$ cat src/rtl/tone_divgen.sv
// tone_divgen: note code -> clock divider (restoring division) -> square-wave tone
// Ports:
//    clk        in   system clock, rising edge
//    rst_n      in   asynchronous active-low reset
//    note_valid in   note request strobe
//    note       in   note code: 0 rest, 1..21 pitch, anything else rest
//    note_ready out  request can be accepted (FSM idle)
//    divnum     out  tone period in clk cycles, 0 = rest
//    div_valid  out  one-cycle pulse when divnum is updated
//    busy       out  division in progress
//    tone_out   out  registered square-wave output
module tone_divgen #(
   parameter int CLK_HZ = 50_000_000,
   parameter int DIV_W  = 32,
   parameter int NOTE_W = 5
) (
   input  logic              clk,
   input  logic              rst_n,
   input  logic              note_valid,
   input  logic [NOTE_W-1:0] note,
   output logic              note_ready,
   output logic [DIV_W-1:0]  divnum,
   output logic              div_valid,
   output logic              busy,
   output logic              tone_out
);
   localparam int BW = $clog2(DIV_W);
   localparam logic [DIV_W-1:0] DIVIDEND = DIV_W'(CLK_HZ);
   localparam logic [10:0] FTAB [32] = '{
      11'd0,    11'd262,  11'd294,  11'd330,  11'd349,  11'd392,  11'd440,  11'd494,
      11'd523,  11'd587,  11'd659,  11'd699,  11'd784,  11'd880,  11'd988,
      11'd1050, 11'd1175, 11'd1319, 11'd1397, 11'd1568, 11'd1760, 11'd1976,
      11'd0, 11'd0, 11'd0, 11'd0, 11'd0, 11'd0, 11'd0, 11'd0, 11'd0, 11'd0
   };

   typedef enum logic [1:0] {IDLE, DIV, DONE} state_t;
   state_t state, next;

   logic [10:0]       freq;
   logic              pitch;
   logic [DIV_W-1:0]  dq, rem, dsr, cnt;
   logic [BW-1:0]     bcnt;
   logic [DIV_W:0]    rsh, trial;

   // codes with any bit above bit 4 set are out of table range and therefore rests
   assign freq  = ((note >> 5) == '0) ? FTAB[note[4:0]] : 11'd0;
   assign pitch = freq != 11'd0;

   assign note_ready = state == IDLE;
   assign busy       = state == DIV;

   // one restoring step: the top bit of the trial difference is the borrow
   assign rsh   = {rem, dq[DIV_W-1]};
   assign trial = rsh - {1'b0, dsr};

   always_ff @(posedge clk or negedge rst_n)
      if (!rst_n) state <= IDLE;
      else        state <= next;

   always_comb begin
      next = (state == IDLE) ? (note_valid ? (pitch ? DIV : DONE) : IDLE) :
             (state == DIV)  ? ((bcnt == '0) ? DONE : DIV) : IDLE;
   end

   // dq starts as the dividend and shifts quotient bits in from the right
   always_ff @(posedge clk or negedge rst_n)
      if (!rst_n) begin
         dq        <= '0;
         rem       <= '0;
         dsr       <= '0;
         bcnt      <= '0;
         divnum    <= '0;
         div_valid <= 1'b0;
      end else begin
         div_valid <= state == DONE;
         if (state == IDLE && note_valid) begin
            dq   <= pitch ? DIVIDEND : '0;
            rem  <= '0;
            dsr  <= DIV_W'(freq);
            bcnt <= BW'(DIV_W - 1);
         end else if (state == DIV) begin
            dq   <= {dq[DIV_W-2:0], ~trial[DIV_W]};
            rem  <= trial[DIV_W] ? rsh[DIV_W-1:0] : trial[DIV_W-1:0];
            bcnt <= bcnt - BW'(1);
         end
         if (state == DONE) divnum <= dq;
      end

   // counter restarts when divnum updates, so a new pitch opens with its high phase
   always_ff @(posedge clk or negedge rst_n)
      if (!rst_n) begin
         cnt      <= '0;
         tone_out <= 1'b0;
      end else if (state == DONE || divnum <= DIV_W'(1)) begin
         cnt      <= '0;
         tone_out <= 1'b0;
      end else begin
         cnt      <= (cnt == divnum - DIV_W'(1)) ? '0 : cnt + DIV_W'(1);
         tone_out <= cnt < (divnum >> 1);
      end
endmodule

$ cat config.mk
export PLATFORM = sky130hd
export DESIGN_NAME = tone_divgen
export DESIGN_NICKNAME = d
export VERILOG_FILES = /design/src/rtl/tone_divgen.sv
export SDC_FILE = /design/constraint.sdc
export NUM_CORES = 1
export LEC_CHECK = 0
export CORE_MARGIN = 2
export CORE_UTILIZATION = 55
export DETAILED_ROUTE_END_ITERATION = 10
export PLACE_DENSITY = 0.8
export SETUP_SLACK_MARGIN = 0.02
export SYNTH_ARGS = -nofsm -noshare
export SYNTH_HDL_FRONTEND = slang
export SYNTH_SLANG_ARGS = --single-unit
$ cat constraint.sdc
create_clock -name clk -period 3.6 [get_ports clk]
set_input_delay 0.72 -clock clk [delete_from_list [all_inputs] [get_ports clk]]
set_output_delay 0.72 -clock clk [all_outputs]
set_load 0.01 [all_outputs]
; ---- Yosys cells after proc, flatten, opt, wreduce, memory -nomap -nowiden
; Memory sizes are Yosys's and may differ from the RTL's.
; Cells that the tools add are included.
[totals]
ff_bits = 148
mem_bits_ro = 352
out_inout_bits = 36
elab_cells = 46
mem_count = 1
[mem_list]
columns = memory, depth, word_bits, read_ports, rd_ports_with_merged_regs, write_ports, line
row1 = (name not given), 32, 11, 1, 0, 0, 46  ; assign freq = ((note >> 5) == '0) ? FTAB[note[4:0]] : 11'd0;
[classes]
addsub = 4
n_lt_le_gt_ge = 3
n_eq_ne = 3
muxes = 18
bitwise_logic = 2
reduce_logical = 6
[ops]
columns = operator, n
row1 = two-way mux 32 bit, 7
row2 = subtractor 33 x 11 -> 33 bit, 1
row3 = adder 32 x 1 -> 32 bit (second input constant), 1
row4 = equality test 32 bit, 1
row5 = <= comparator 32 x 1 -> 1 bit (second input constant), 1
row6 = < comparator 32 x 31 -> 1 bit, 1
row7 = subtractor 32 x 1 -> 32 bit (second input constant), 1
row8 = two-way mux 26 bit, 1
row9 = two-way mux 11 bit, 2
row10 = nonzero test 11 bit, 1
row11 = two-way mux 2 bit, 5
row12 = two-way mux 5 bit, 2
row13 = >= comparator 6 bit (second input constant), 1
row14 = NOT 5 -> 6 bit, 1
row15 = logical NOT 5 bit, 1
row16 = subtractor 5 x 1 -> 5 bit (second input constant), 1
row17 = equality test 2 x 1 -> 1 bit (second input constant), 1
row18 = equality test 2 bit (second input constant), 1
row19 = logical NOT 2 bit, 1
row20 = nonzero test 2 bit, 1
row21 = logical AND 1 bit, 1
row22 = logical OR 1 bit, 1
row23 = two-way mux 1 bit, 1
row24 = NOT 1 bit, 1

; ---- Logic depth before layout (Yosys ltp)
[depth]
ltp_word = 8
depth_mapped = 13
mapped_depth_nobuf = 12

; ---- Worst setup path after synthesis
; Ideal clock, no wire load.
[synth_timing]
path_kind = reg2reg
start = register divnum[0]
end = register cnt[10]
setup_time_ns = 0.116
arrival_ns = 2.805
required_ns = 3.484
path_slack_ns = 0.679
path_stages_with_launch = 14
path_buffers = 2
period_less_slack_ns = 2.921
cell_sequence = dfrtp_1 > inv_1 > ha_1 > nor3b_2 > nand3_2 > nor4_2 > xor2_1 > nor3_1 > a31oi_1 > a2111oi_0 > and4_1 > buf_6 > buf_6 > nor2_1
[synth_via]
elab_chain_cells = 4
word_cells_on_any_way = 6
classes_between = 1 x add/sub / 1 x order compare / 1 x eq/ne / 2 x mux / 1 x reduce/logical
[synth_rtl]
columns = element, line
row1 = start: declaration, 22  ; output logic [DIV_W-1:0] divnum,
row2 = start signal: assignment, 86  ; if (state == DONE) divnum <= dq;
row3 = subtractor 32 x 1 -> 32 bit, 98  ; cnt <= (cnt == divnum - DIV_W'(1)) ? '0 : cnt + DIV_W'(1);
row4 = equality test 32 bit, 98
row5 = two-way mux 32 bit, 98
row6 = two-way mux 32 bit (*), 94  ; end else if (state == DONE || divnum <= DIV_W'(1)) begin
row7 = end signal: assignment, 98
row8 = end: declaration, 41  ; logic [DIV_W-1:0] dq, rem, dsr, cnt;
; Mark *: on every way between the ends. The rest lies on a longest branch, timed or not.
; A chain may end at the register's enable or synchronous reset.

; ---- Worst setup path after layout
[layout_timing]
start = register divnum[10]
end = register cnt[0]
; The elaborated chain is that of the path after synthesis.

==> results.toml <==
[run_status]
outcome = "finished, final reports clean"

[drt]
num_vias = 7913
dr.pass1.iters = 5
wire_per_inst_um = 16.2
drc = 0
drt_iter0_markers = 674
drt_wl_total_um = 22000
via_per_inst = 5.83
drtAntennaViolNets = 0

[die]
coreArea_mm2 = 0.0166
initial_core_util_pct = 56.6
placementRows = 47
die_x_um = 135
die-area_mm2 = 0.0182
design.portCount = 44
die-height_um = 135

[global_route]
globalRouteOverflowTotal = 0
met2_usage_pct = 42.6
grt_pass1_wl_um = 37100
grt_use_total_pct = 25.5
busiest_layer = "met2"
grt_pass1_vias = 7675
antenna_found_initial = 0
grtUsageMet1_pct = 33.2
use_met3_pct = 4.62
grt_max_degree = 76

[yosys]
synthArstFlopShare_pct = 100
ys_ff_latch = 148
yosysMostFrequentCell = "nand2_1"
ys_types = 70
yosysTopAreaCell = "dfrtp_1"
synthFlopType = "dfrtp_1"
ys.warnings.count = 0
synthTopCellsByArea = "dfrtp_1 39%, nand2_1 7.1%, ha_1 6.9%, xnor2_1 6.6%, o21ai_0 5.7%"
synth.top_cells.by_count = "178 x nand2_1, 148 x dfrtp_1, 108 x o21ai_0"
syn_avg_cell_area_um2 = 8.65
ys_seq_area_share_pct = 39.3
synth_top_area_share_pct = 39.3
syn_inst = 1089
syn_area_mm2 = 0.00942
syn_nets = 1150
synth_edf_count = 0

[sta]
min_period_ns = 3.28
hold_viol_final = 0
worst_pin_slew_ns = 0.781
hold_slack_ns = 0.305
timing.slew.headroom_pct = 47.7
max_freq_mhz = 305
min_period_over_period_pct = 91.2
rsz0062_at_grt = "false"
fin_skew_ns = 0.0100
drv_slew = 0
setup_tns_ns = 0
setup_viol = 0

[clocking]
numCtsBuffers = 17
root_buffer = "clkbuf_16"
clkSlewWorstSetupHoldPaths_ns = 0.06
hold_buffers = 0
htreeDepth = 4
clkLatencyLatePin_ns = 0.43
cts_resized = 0
cts_setup_buffers = 0
cts_tree = "built"
clockBufferDepth = 2
clock-sinks = 148

[worst_setup_path]
crit_type = "reg -> reg"
end_kind = "flop"
critical_path.max_fanout = 32
worstSetupStartpointType = "flop"
cp_data_arrival_time_ns = 3.58
crit_required_ns = 3.90

[placement]
gp_congestion = 0.994
place_area_mm2 = 0.0101
hpwlAfterDp_um = 15800
port_buffers = 43

[layout]
fin_area_mm2 = 0.0107
regArea_mm2 = 0.00370
final_nets = 1186
drive_gt1_share_pct = 7.56
area_growth_pct = 13.2
n_antenna_cell = 0
nFillCells = 1354
multi_input_area_mm2 = 0.00526

[run]
max_cap_viol_count = 0

[power_and_ir_drop]
power_frac_seq_pct = 38.0
intPower_mw = 4.26
combPwrFrac_pct = 37.6
switching_share_pct = 38.0
clkPwrFrac_pct = 24.4
p_per_area_mw_per_mm2 = 644
p_leak_nw = 4.65
peakVddDrop_uv = 490
switchingPower_mw = 2.61

[worst_hold_path]
worst_hold_path_type = "in -> async"
[power groups by stage]
stage	logic, mW	registers (mW)	clock network (mW)
3_5_place_dp	2.56	2.62	0
5_1_grt	2.92	2.68	1.77
2_1_floorplan	2.02	2.48	0
4_1_cts	2.58	2.61	1.70
6_report	2.58	2.61	1.68
3_3_place_gp	2.45	2.61	0
[routing by layer]
layer | wire length [um] | vias to the layer above
met3 | 1010 | 58
li1 | - | 3856
met4 | 656 | 0
met2 | 10500 | 217
met5 | 0 | -
met1 | 9820 | 3782
[final cells by class]
type                            instances  area share (%)
Clock buffer                           21            4.32
Clock inverter                         11           0.985
Multi-Input combinational cell        832            49.3
Tap cell                              220            2.58
Sequential cell                       148            34.7
Inverter                               55            1.94
Timing Repair Buffer                   71            6.14
[sequential cells by signal, indices dropped and copies added, names as in the netlist]
| name | flops |
|---|---|
| bcnt | 5 |
| cnt | 32 |
| div_valid | 1 |
| divnum | 32 |
| dq | 32 |
| dsr | 11 |
| rem | 32 |
| state | 2 |
| tone_out | 1 |
[worst paths after layout]
kind / startpoint / endpoint / slack (ns) / cells after the start
max: divnum[10] / cnt[0] / 0.32 / 11
min: rst_n / cnt[1] / 0.30 / 1
max reg2reg: divnum[10] / cnt[0] / 0.32 / 11
min reg2reg: dsr[3] / dsr[3] / 0.48 / 2
max in group asynchronous: rst_n / dsr[2] / 2.50 / 2
min in group clk: dsr[3] / dsr[3] / 0.48 / 2
[worst max-delay path: stages (launching register included)]
cell       delay (ns)
dfrtp_1          0.47
nor4_1           0.50
nand3_1          0.36
nor4_1           0.32
buf_4            0.20
nand4_1          0.11
xnor2_1          0.17
nand3_1          0.10
a2111oi_0        0.35
and4_1           0.29
buf_12           0.19
nor3b_1          0.07
[stage by stage]
stage | total power, mW | util (%) | setup WS [ns] | std cells
2_1_floorplan | 4.50 | - | 0.679 | 1089
3_3_place_gp | 5.06 | 60.7 | 0.117 | 1326
3_5_place_dp | 5.18 | 60.7 | 0.0865 | 1326
4_1_cts | 6.89 | 64.1 | 0.419 | 1358
5_1_grt | 7.37 | 64.1 | 0.104 | 1358
6_report | 6.87 | 64.1 | 0.318 | 1358
[cell usage in the layout, fill, tap and decap left out, drive strengths merged, types with 15 or more instances in the layout]
cell	synthesis	layout
a21oi	36	36
buf	14	29
clkbuf	40	21
clkdlybuf4s50	0	42
dfrtp	148	148
ha	52	52
inv	55	55
nand2	178	178
nand3	49	49
nand4	15	15
nor2	82	82
nor3	28	28
nor4	29	29
o21ai	112	112
xnor2	72	72
xor2	40	40
[cells by family (layout without fill, tap and decap cells)]
group / Yosys count / after routing / synth area share (%)
AO/OA/AOI/OAI: 222 / 222 / 14.3
XOR/XNOR: 112 / 112 / 10.6
adder cells (fa/ha/maj): 53 / 53 / 7.12
buffers and inverters: 109 / 158 / 5.05
flip-flops: 148 / 148 / 39.3
multiplexers: 9 / 9 / 1.13
AND/OR/NAND/NOR: 436 / 436 / 22.5
Power figures use the tool's default switching activity.
